[config.mk]
export PLATFORM = sky130hd
export DESIGN_NAME = pb_cnt_ctrl_flat
export DESIGN_NICKNAME = d
export VERILOG_FILES = /design/src/rtl/pb_cnt_ctrl_if.sv /design/src/rtl/pb_cnt_ctrl.sv /design/src/flat_wrapper.sv
export SDC_FILE = /design/constraint.sdc
export NUM_CORES = 1
export LEC_CHECK = 0
export CAP_MARGIN = 20
export CORE_MARGIN = 2
export CORE_UTILIZATION = 50
export DETAILED_ROUTE_END_ITERATION = 8
export PLACE_DENSITY = 0.75
export SYNTH_ARGS = -nofsm -noshare
export SYNTH_HDL_FRONTEND = slang
export SYNTH_SLANG_ARGS = --single-unit
[constraint.sdc]
create_clock -name clk -period 4.85 [get_ports clk]
set_clock_uncertainty 0.2 [all_clocks]
set_input_delay 0.7275 -clock clk [delete_from_list [all_inputs] [get_ports clk]]
set_output_delay 0.7275 -clock clk [all_outputs]
set_load 0.05 [all_outputs]
[src/rtl/pb_cnt_ctrl_if.sv]
`default_nettype none
// ============================================================================
//  Module      : pb_cnt_ctrl_if
//  Description : Signal bundle between the pushbutton sequencing controller
//                and the board pin / up_dwn_cnt4 counter it drives.
//  Revision    : 1.0  initial release
// ============================================================================
interface pb_cnt_ctrl_if;
  logic       PB_n;     // raw pushbutton, active low, asynchronous to clk
  logic [3:0] cnt;      // counter value fed back from up_dwn_cnt4
  logic       en;       // one-cycle step pulse to the counter
  logic       dwn;      // count direction (0 = up, 1 = down)
  logic       pb_held;  // debounced pressed level

  // Controller side
  modport master (
    input  PB_n,
    input  cnt,
    output en,
    output dwn,
    output pb_held
  );

  // Board pin / counter side
  modport slave (
    output PB_n,
    output cnt,
    input  en,
    input  dwn,
    input  pb_held
  );
endinterface
`default_nettype wire

[src/rtl/pb_cnt_ctrl.sv]
`default_nettype none
// ============================================================================
//  Module      : pb_cnt_ctrl
//  Description : Pushbutton sequencing controller for a 4-bit up/down
//                counter. Synchronises and debounces the button, issues one
//                step pulse per release and ping-pongs the count direction
//                between CNT_MIN and CNT_MAX so the counter never wraps.
//  Options     : define AUTO_RPT_EN to add hold-to-repeat stepping
//                (RPT_DLY / RPT_PER parameters and the RPT state).
//  Revision    : 1.0  initial release
// ============================================================================
module pb_cnt_ctrl #(
  parameter int         DB_CYCLES = 50000,
  parameter logic [3:0] CNT_MAX   = 4'd15,
  parameter logic [3:0] CNT_MIN   = 4'd0
`ifdef AUTO_RPT_EN
  ,
  parameter int         RPT_DLY   = 25000000,
  parameter int         RPT_PER   = 5000000
`endif
) (
  input wire logic      clk,
  input wire logic      rst_n,
  pb_cnt_ctrl_if.master bus
);

  localparam int              c_db_w    = $clog2(DB_CYCLES);
  localparam logic [c_db_w-1:0] c_db_last = c_db_w'(DB_CYCLES - 1);

`ifdef AUTO_RPT_EN
  localparam int               c_tmr_w   = $clog2((RPT_DLY > RPT_PER) ? RPT_DLY : RPT_PER);
  localparam logic [c_tmr_w-1:0] c_dly_last = c_tmr_w'(RPT_DLY - 1);
  localparam logic [c_tmr_w-1:0] c_per_last = c_tmr_w'(RPT_PER - 1);
`endif

  typedef enum logic [1:0] {
    ST_IDLE  = 2'd0,
    ST_PRESS = 2'd1
`ifdef AUTO_RPT_EN
    ,
    ST_RPT   = 2'd2
`endif
  } state_t;

  logic [1:0]        r_sync;
  logic [c_db_w-1:0] r_db_cnt;
  state_t            r_state;
  state_t            w_state_nxt;
  logic              r_pending;
  logic              r_dwn;
  logic              w_pb_pressed;
  logic              w_db_level;
  logic              w_db_toggle;
  logic              w_req;
  logic              w_pb_held;
  logic              w_hi;
  logic              w_lo;
  logic              w_turn;
  logic              w_en;
`ifdef AUTO_RPT_EN
  logic [c_tmr_w-1:0] r_tmr;
  logic               w_tmr_clr;
`endif

  // The FSM state is the debounced level: any non-idle state means pressed.
  assign w_pb_pressed = ~r_sync[1];
  assign w_db_level   = (r_state != ST_IDLE);
  assign w_db_toggle  = (w_pb_pressed != w_db_level) && (r_db_cnt == c_db_last);

  // Out-of-range values fold into the turn-around test so dwn is forced back
  // toward the legal range and en is held off while it moves.
  assign w_hi   = (bus.cnt >= CNT_MAX);
  assign w_lo   = (bus.cnt <= CNT_MIN);
  assign w_turn = (w_hi && !r_dwn) || (w_lo && r_dwn);
  assign w_en   = r_pending && !w_turn;

  assign bus.en      = w_en;
  assign bus.dwn     = r_dwn;
  assign bus.pb_held = w_pb_held;

  // Two-flop synchroniser for the asynchronous button pin (idles released)
  always_ff @(posedge clk or negedge rst_n) begin
    if (!rst_n) r_sync <= 2'b11;
    else        r_sync <= {r_sync[0], bus.PB_n};
  end

  // Stability counter: runs only while the input disagrees with the debounced level
  always_ff @(posedge clk or negedge rst_n) begin
    if (!rst_n)                                         r_db_cnt <= '0;
    else if ((w_pb_pressed == w_db_level) || w_db_toggle) r_db_cnt <= '0;
    else                                                r_db_cnt <= r_db_cnt + c_db_w'(1);
  end

  // FSM state register
  always_ff @(posedge clk or negedge rst_n) begin
    if (!rst_n) r_state <= ST_IDLE;
    else        r_state <= w_state_nxt;
  end

  // FSM next state, step requests and pressed level
  always_comb begin
    w_state_nxt = r_state;
    w_req       = 1'b0;
    w_pb_held   = 1'b0;
`ifdef AUTO_RPT_EN
    w_tmr_clr   = 1'b0;
`endif
    case (r_state)
      ST_IDLE: begin
        if (w_db_toggle) w_state_nxt = ST_PRESS;
      end
      ST_PRESS: begin
        w_pb_held = 1'b1;
        if (w_db_toggle) begin
          w_state_nxt = ST_IDLE;
          w_req       = 1'b1;
        end
`ifdef AUTO_RPT_EN
        else if (r_tmr == c_dly_last) begin
          w_state_nxt = ST_RPT;
          w_req       = 1'b1;
          w_tmr_clr   = 1'b1;
        end
`endif
      end
`ifdef AUTO_RPT_EN
      ST_RPT: begin
        w_pb_held = 1'b1;
        // Release wins over a coincident repeat tick: no step on release.
        if (w_db_toggle) begin
          w_state_nxt = ST_IDLE;
        end else if (r_tmr == c_per_last) begin
          w_req     = 1'b1;
          w_tmr_clr = 1'b1;
        end
      end
`endif
      default: w_state_nxt = ST_IDLE;
    endcase
  end

`ifdef AUTO_RPT_EN
  // Hold timer: counts while pressed, restarts on each repeat step
  always_ff @(posedge clk or negedge rst_n) begin
    if (!rst_n)                             r_tmr <= '0;
    else if (r_state == ST_IDLE || w_tmr_clr) r_tmr <= '0;
    else                                    r_tmr <= r_tmr + c_tmr_w'(1);
  end
`endif

  // Single outstanding step request; new requests merge into a pending one
  always_ff @(posedge clk or negedge rst_n) begin
    if (!rst_n) r_pending <= 1'b0;
    else        r_pending <= w_req || (r_pending && !w_en);
  end

  // Direction flips the cycle after an end value is seen; never while en=1
  always_ff @(posedge clk or negedge rst_n) begin
    if (!rst_n)              r_dwn <= 1'b0;
    else if (w_hi && !r_dwn) r_dwn <= 1'b1;
    else if (w_lo && r_dwn)  r_dwn <= 1'b0;
  end

endmodule
`default_nettype wire

[src/flat_wrapper.sv]
// flat-port wrapper written by rule: the top's interface ports become plain ports
module pb_cnt_ctrl_flat 
#(
  parameter int         DB_CYCLES = 50000,
  parameter logic [3:0] CNT_MAX   = 4'd15,
  parameter logic [3:0] CNT_MIN   = 4'd0

)
  (clk, rst_n, bus_PB_n, bus_cnt, bus_en, bus_dwn, bus_pb_held);
  pb_cnt_ctrl_if bus_i ();
  input wire logic clk;
  input wire logic rst_n;
  input wire logic [$bits(bus_i.PB_n)-1:0] bus_PB_n;
  input wire logic [$bits(bus_i.cnt)-1:0] bus_cnt;
  output wire logic [$bits(bus_i.en)-1:0] bus_en;
  output wire logic [$bits(bus_i.dwn)-1:0] bus_dwn;
  output wire logic [$bits(bus_i.pb_held)-1:0] bus_pb_held;
  assign bus_i.PB_n = bus_PB_n;
  assign bus_i.cnt = bus_cnt;
  assign bus_en = bus_i.en;
  assign bus_dwn = bus_i.dwn;
  assign bus_pb_held = bus_i.pb_held;
  pb_cnt_ctrl #(.DB_CYCLES(DB_CYCLES), .CNT_MAX(CNT_MAX), .CNT_MIN(CNT_MIN)) u_core (.clk(clk), .rst_n(rst_n), .bus(bus_i));
endmodule
## After elaboration in Yosys (flattened, before gate mapping)

Cells that the tools add are included.

| word-level totals | value |
|---|---|
| word-level logic and storage cells | 39 |
| RAM bits | 0 |
| bits in registers | 22 |
| bits in latches | 0 |
| ROM bits | 0 |
| bits of input ports | 7 |
| memories kept | 0 |

| cells by class | value |
|---|---|
| eq/ne operators | 6 |
| reductions and logical operators | 15 |
| multiply operators | 0 |
| div/mod/pow operators | 0 |
| shift operators | 0 |
| magnitude comparators | 2 |
| mux-type cells | 9 |
| $add $sub $neg | 1 |
| bitwise operators | 1 |

Operator list:

| kind | count |
|---|---|
| 16-bit by 1-bit adder with 16-bit output (second input constant) | 1 |
| 16-bit == test (second input constant) | 1 |
| 16-bit two-way mux | 1 |
| 1-bit logical AND | 5 |
| 1-bit two-way mux | 5 |
| 4-bit greater-or-equal comparator (second input constant) | 1 |
| 4-bit by 1-bit less-or-equal comparator with 1-bit output (second input constant) | 1 |
| 2-bit two-way mux | 2 |
| 2-bit by 1-bit inequality test with 1-bit output (second input constant) | 2 |
| 2-bit case mux with 2 select lines | 1 |
| 2-bit nonzero test | 2 |
| 1-bit logical NOT | 3 |
| 1-bit logical OR | 3 |
| 2-bit by 1-bit == test with 1-bit output (second input constant) | 1 |
| 2-bit logical NOT | 1 |
| 2-bit AND reduction | 1 |
| 1-bit == test | 1 |
| 1-bit inequality test | 1 |
| 1-bit inverter | 1 |

## Logic depth before layout (Yosys ltp)

| logic depth | value |
|---|---|
| depth after elaboration | 8 |
| gate-level depth with buffers | 6 |
| mapped depth without buffers | 5 |

## Least setup slack after synthesis

OpenSTA, ideal clock, no wires.

| path | value |
|---|---|
| path kind | in2out |
| start point | in bus_cnt[3] |
| end point | out bus_en |
| setup slack | 2.323 ns |
| stages | 4 |
| data arrival time | 1.600 ns |
| path buffers | 0 |
| cell sequence | nor3_1 -> nand3_1 -> o31ai_1 -> nor2_1 |

| between the ends | value |
|---|---|
| word-level cells in the longest chain between the ends | 5 |
| elaborated cells on any way between the ends | 7 |

RTL lines:

| item | RTL line | source |
|---|---|---|
| start: declaration | flat_wrapper.sv:14 | `input wire logic [$bits(bus_i.cnt)-1:0] bus_cnt;` |
| 4-bit greater-or-equal comparator or 4-bit by 1-bit less-or-equal comparator with 1-bit output (tied branches) | pb_cnt_ctrl.sv:72, pb_cnt_ctrl.sv:73 |  |
| 1-bit logical AND | pb_cnt_ctrl.sv:74 | `assign w_turn = (w_hi && !r_dwn) \|\| (w_lo && r_dwn);` |
| 1-bit logical OR * | pb_cnt_ctrl.sv:74 |  |
| 1-bit logical NOT * | pb_cnt_ctrl.sv:75 | `assign w_en = r_pending && !w_turn;` |
| 1-bit logical AND * | pb_cnt_ctrl.sv:75 |  |
| end: declaration | flat_wrapper.sv:15 | `output wire logic [$bits(bus_i.en)-1:0] bus_en;` |

Every way passes the cells marked *; elsewhere a longest branch is shown, timed or not.

## Final worst setup path

Ends and elaborated chain as after synthesis.

==> out/summary.txt <==
Met1 GRT Util: 0.223
CP Launch Type: primary input
Yosys top cell by area: dfrtp_1
Clock H-tree levels: 1
DP Worst Slack: 1.52 ns
Die height: 50.2 µm
Worst hold stages: 0
Netlist Area Pre-Place: 0.00107 mm²
Netlist cell types: 26
GR Overflow Total: 0
WL/cell: 12.6 µm
Sequential fraction of the synthesis area: 0.495
Final setup violation count: 0
Die area: 0.00252 mm²
Starting Density: 0.538
Post-Place Cell Area: 0.00118 mm²
FP Rows: 16
Met3 usage: 0.0357
Diode count: 0
Synthesized flop and latch total: 21
Most frequent cells in the layout: dfrtp_1, nor2_1, xnor2_1
Root Driver: clkbuf_4
Vias post-DR: 703
Skew-Pair Late Insertion Delay: 0.31 ns
Pre-antenna DRT Iters: 2
Via density per instance: 5.13
Pin count of the biggest net entering global routing: 22
Rel. slew slack: 0.390
Layout cells sized above 1: 0.173
Core area: 0.00198 mm²
Critical Path Most Common Cell: clkdlybuf4s50_1
Worst setup path class: in -> out
Antenna violations before repair: 0
Syn_area_per_cell: 10.9 µm²
Ys Warns: 0
GP Congestion: 0.728
Fin crit share: 0.687
M2 GR Usage: 0.263
Hold_buf cts: 0
CP Capture Type: output port
Final WL: 1720 µm
All-Layer GR Usage: 0.169
Area delta synth->final: 13.1%
Post-Synthesis Cells: 98
CTS sink count: 21
Simple-gate share of the synthesized area: 0.306
Post-cts resize count: 0
Total CTS buffers: 3
Tmin final: 3.33 ns
Clk pin slew, worst setup/hold paths: 0.12 ns
CTS tree: built
WHS: 0.170 ns
First-pass GRT wire length: 3120 µm
Die X: 50.2 µm
Nets: 119
Largest stage delay, worst path: 0.70 ns
Net count after synthesis: 106
Cell count after placement: 133
Pleak: 0.480 nW
RSZ-0062 raised after global routing: false
F_max: 300 MHz
Largest family of logic cells by synthesized area: simple AND/OR/NAND/NOR gates
DRC violations left: 0
Leading cell type in the layout, fill and taps excluded: dfrtp_1
Final WS setup: 1.52 ns
Mux contribution to synthesized area: 0
Final core occ: 0.609
Setup TNS: 0 ns
Post-synthesis adder-cell area fraction: 0.0117
Worst Max-Slew Pin Slew: 0.912 ns
Post-DRT Antenna Nets: 0
Post-Synth XOR/XNOR Area: 0.123
Synth area leaders: dfrtp_1, xnor2_1, nor2_1, dfstp_2, nor4_2
Post-Layout Inst Area: 0.00121 mm²
GR peak layer: met2
Initial DRC count: 5
Maximum net fanout on the critical path: 3
Final Power: 0.287 mW
Port bufs: 9
Vias in the first global route: 695
Power Density: 238 mW/mm²
CP max stage cell: clkdlybuf4s50_1
Status: finished, final reports clean
I/O Pins: 10
Final hold violation count: 0
Worst R2R Path Depth: 5
Final Max Tran Viols: 0
Top cell type's share of synthesized area: 0.446
Clock Path Buffers: 2
Critical Path AT: 2.40 ns
Critical Path RT: 3.92 ns
Max IR drop VDD: 146 µV
Fin cells: 137
Max-cap viol count: 0
Hold Crit Class: reg -> reg
Postcts setup bufs: 0
Estimated wirelength of the detail-placed design: 1260 µm
Synth Area in Compound Gates: 0.0317
Crit-path cells: clkdlybuf4s50_1, nor3_1, nand3_1, o31ai_1, nor2_1, clkdlybuf4s50_1
## sequential cells by signal, indices dropped and copies added, names as in the netlist
signal            count
u_core.r_db_cnt      16
u_core.r_sync         2
u_core.bus.dwn        1
u_core.r_pending      1
u_core.r_state        1
## synth_stat cells
library cell   n
a31oi_1        1
and3_1         2
and4b_1        1
buf_6          1
dfrtp_1       19
dfstp_2        2
ha_1           1
inv_1          6
nand2_1        4
nand2_2        1
nand3_1        7
nand3_4        1
nand4_1        1
nand4_2        2
nand4_4        1
nor2_1        16
nor2_2         2
nor3_1         5
nor4_2         4
nor4b_2        2
o21ai_0        1
o22ai_1        1
o2bb2ai_1      1
o31ai_1        1
xnor2_1       13
xor2_1         2
## logic make-up after synthesis
family | after synthesis
flip-flops | 21
AND/OR/NAND/NOR | 49
buffers and inverters | 7
AO/OA/AOI/OAI | 5
adder cells (fa/ha/maj) | 1
XOR/XNOR | 15
## worst max-delay path: cells and delay by family
family | cells | cell delay (ns)
buffers and inverters | 2 | 1.14
and+or+nand+nor | 3 | 0.44
AOI/OAI and AO/OA | 1 | 0.10
## report_power, final
group          switching (mW)  internal (mW)
Sequential            0.00377          0.179
Combinational          0.0115        0.00864
Clock                  0.0527         0.0308
## layer usage
layer | vias up | part of all wire
li1 | 360 | -
met2 | 9 | 0.48
met4 | 0 | 0.019
met1 | 330 | 0.47
met5 | - | 0
met3 | 4 | 0.024
## final timing paths
kind                                         startpoint                       endpoint  slack, ns
setup / recovery                             bus_cnt[3]                         bus_en       1.52
hold / removal               u_core.r_sync[0]$_DFF_PN1_     u_core.r_sync[1]$_DFF_PN1_       0.17
setup reg to reg           u_core.r_db_cnt[0]$_DFF_PN0_  u_core.r_db_cnt[10]$_DFF_PN0_       3.06
hold reg to reg              u_core.r_sync[0]$_DFF_PN1_     u_core.r_sync[1]$_DFF_PN1_       0.17
max in group asynchronous                         rst_n     u_core.bus.dwn$_DFFE_PN0P_       3.17
min in group asynchronous                         rst_n   u_core.r_db_cnt[3]$_DFF_PN0_       0.71
## final cells by class
cell class | instances | area (µm²)
fillers | 160 | 776
flip-flops and latches | 21 | 528
multi-input cells | 70 | 504
repair buffers | 9 | 90.1
well taps | 27 | 33.8
clock buffers | 3 | 22.5
inverters | 6 | 22.5
clock inverters | 1 | 5.00
Power figures use the tool's default switching activity.
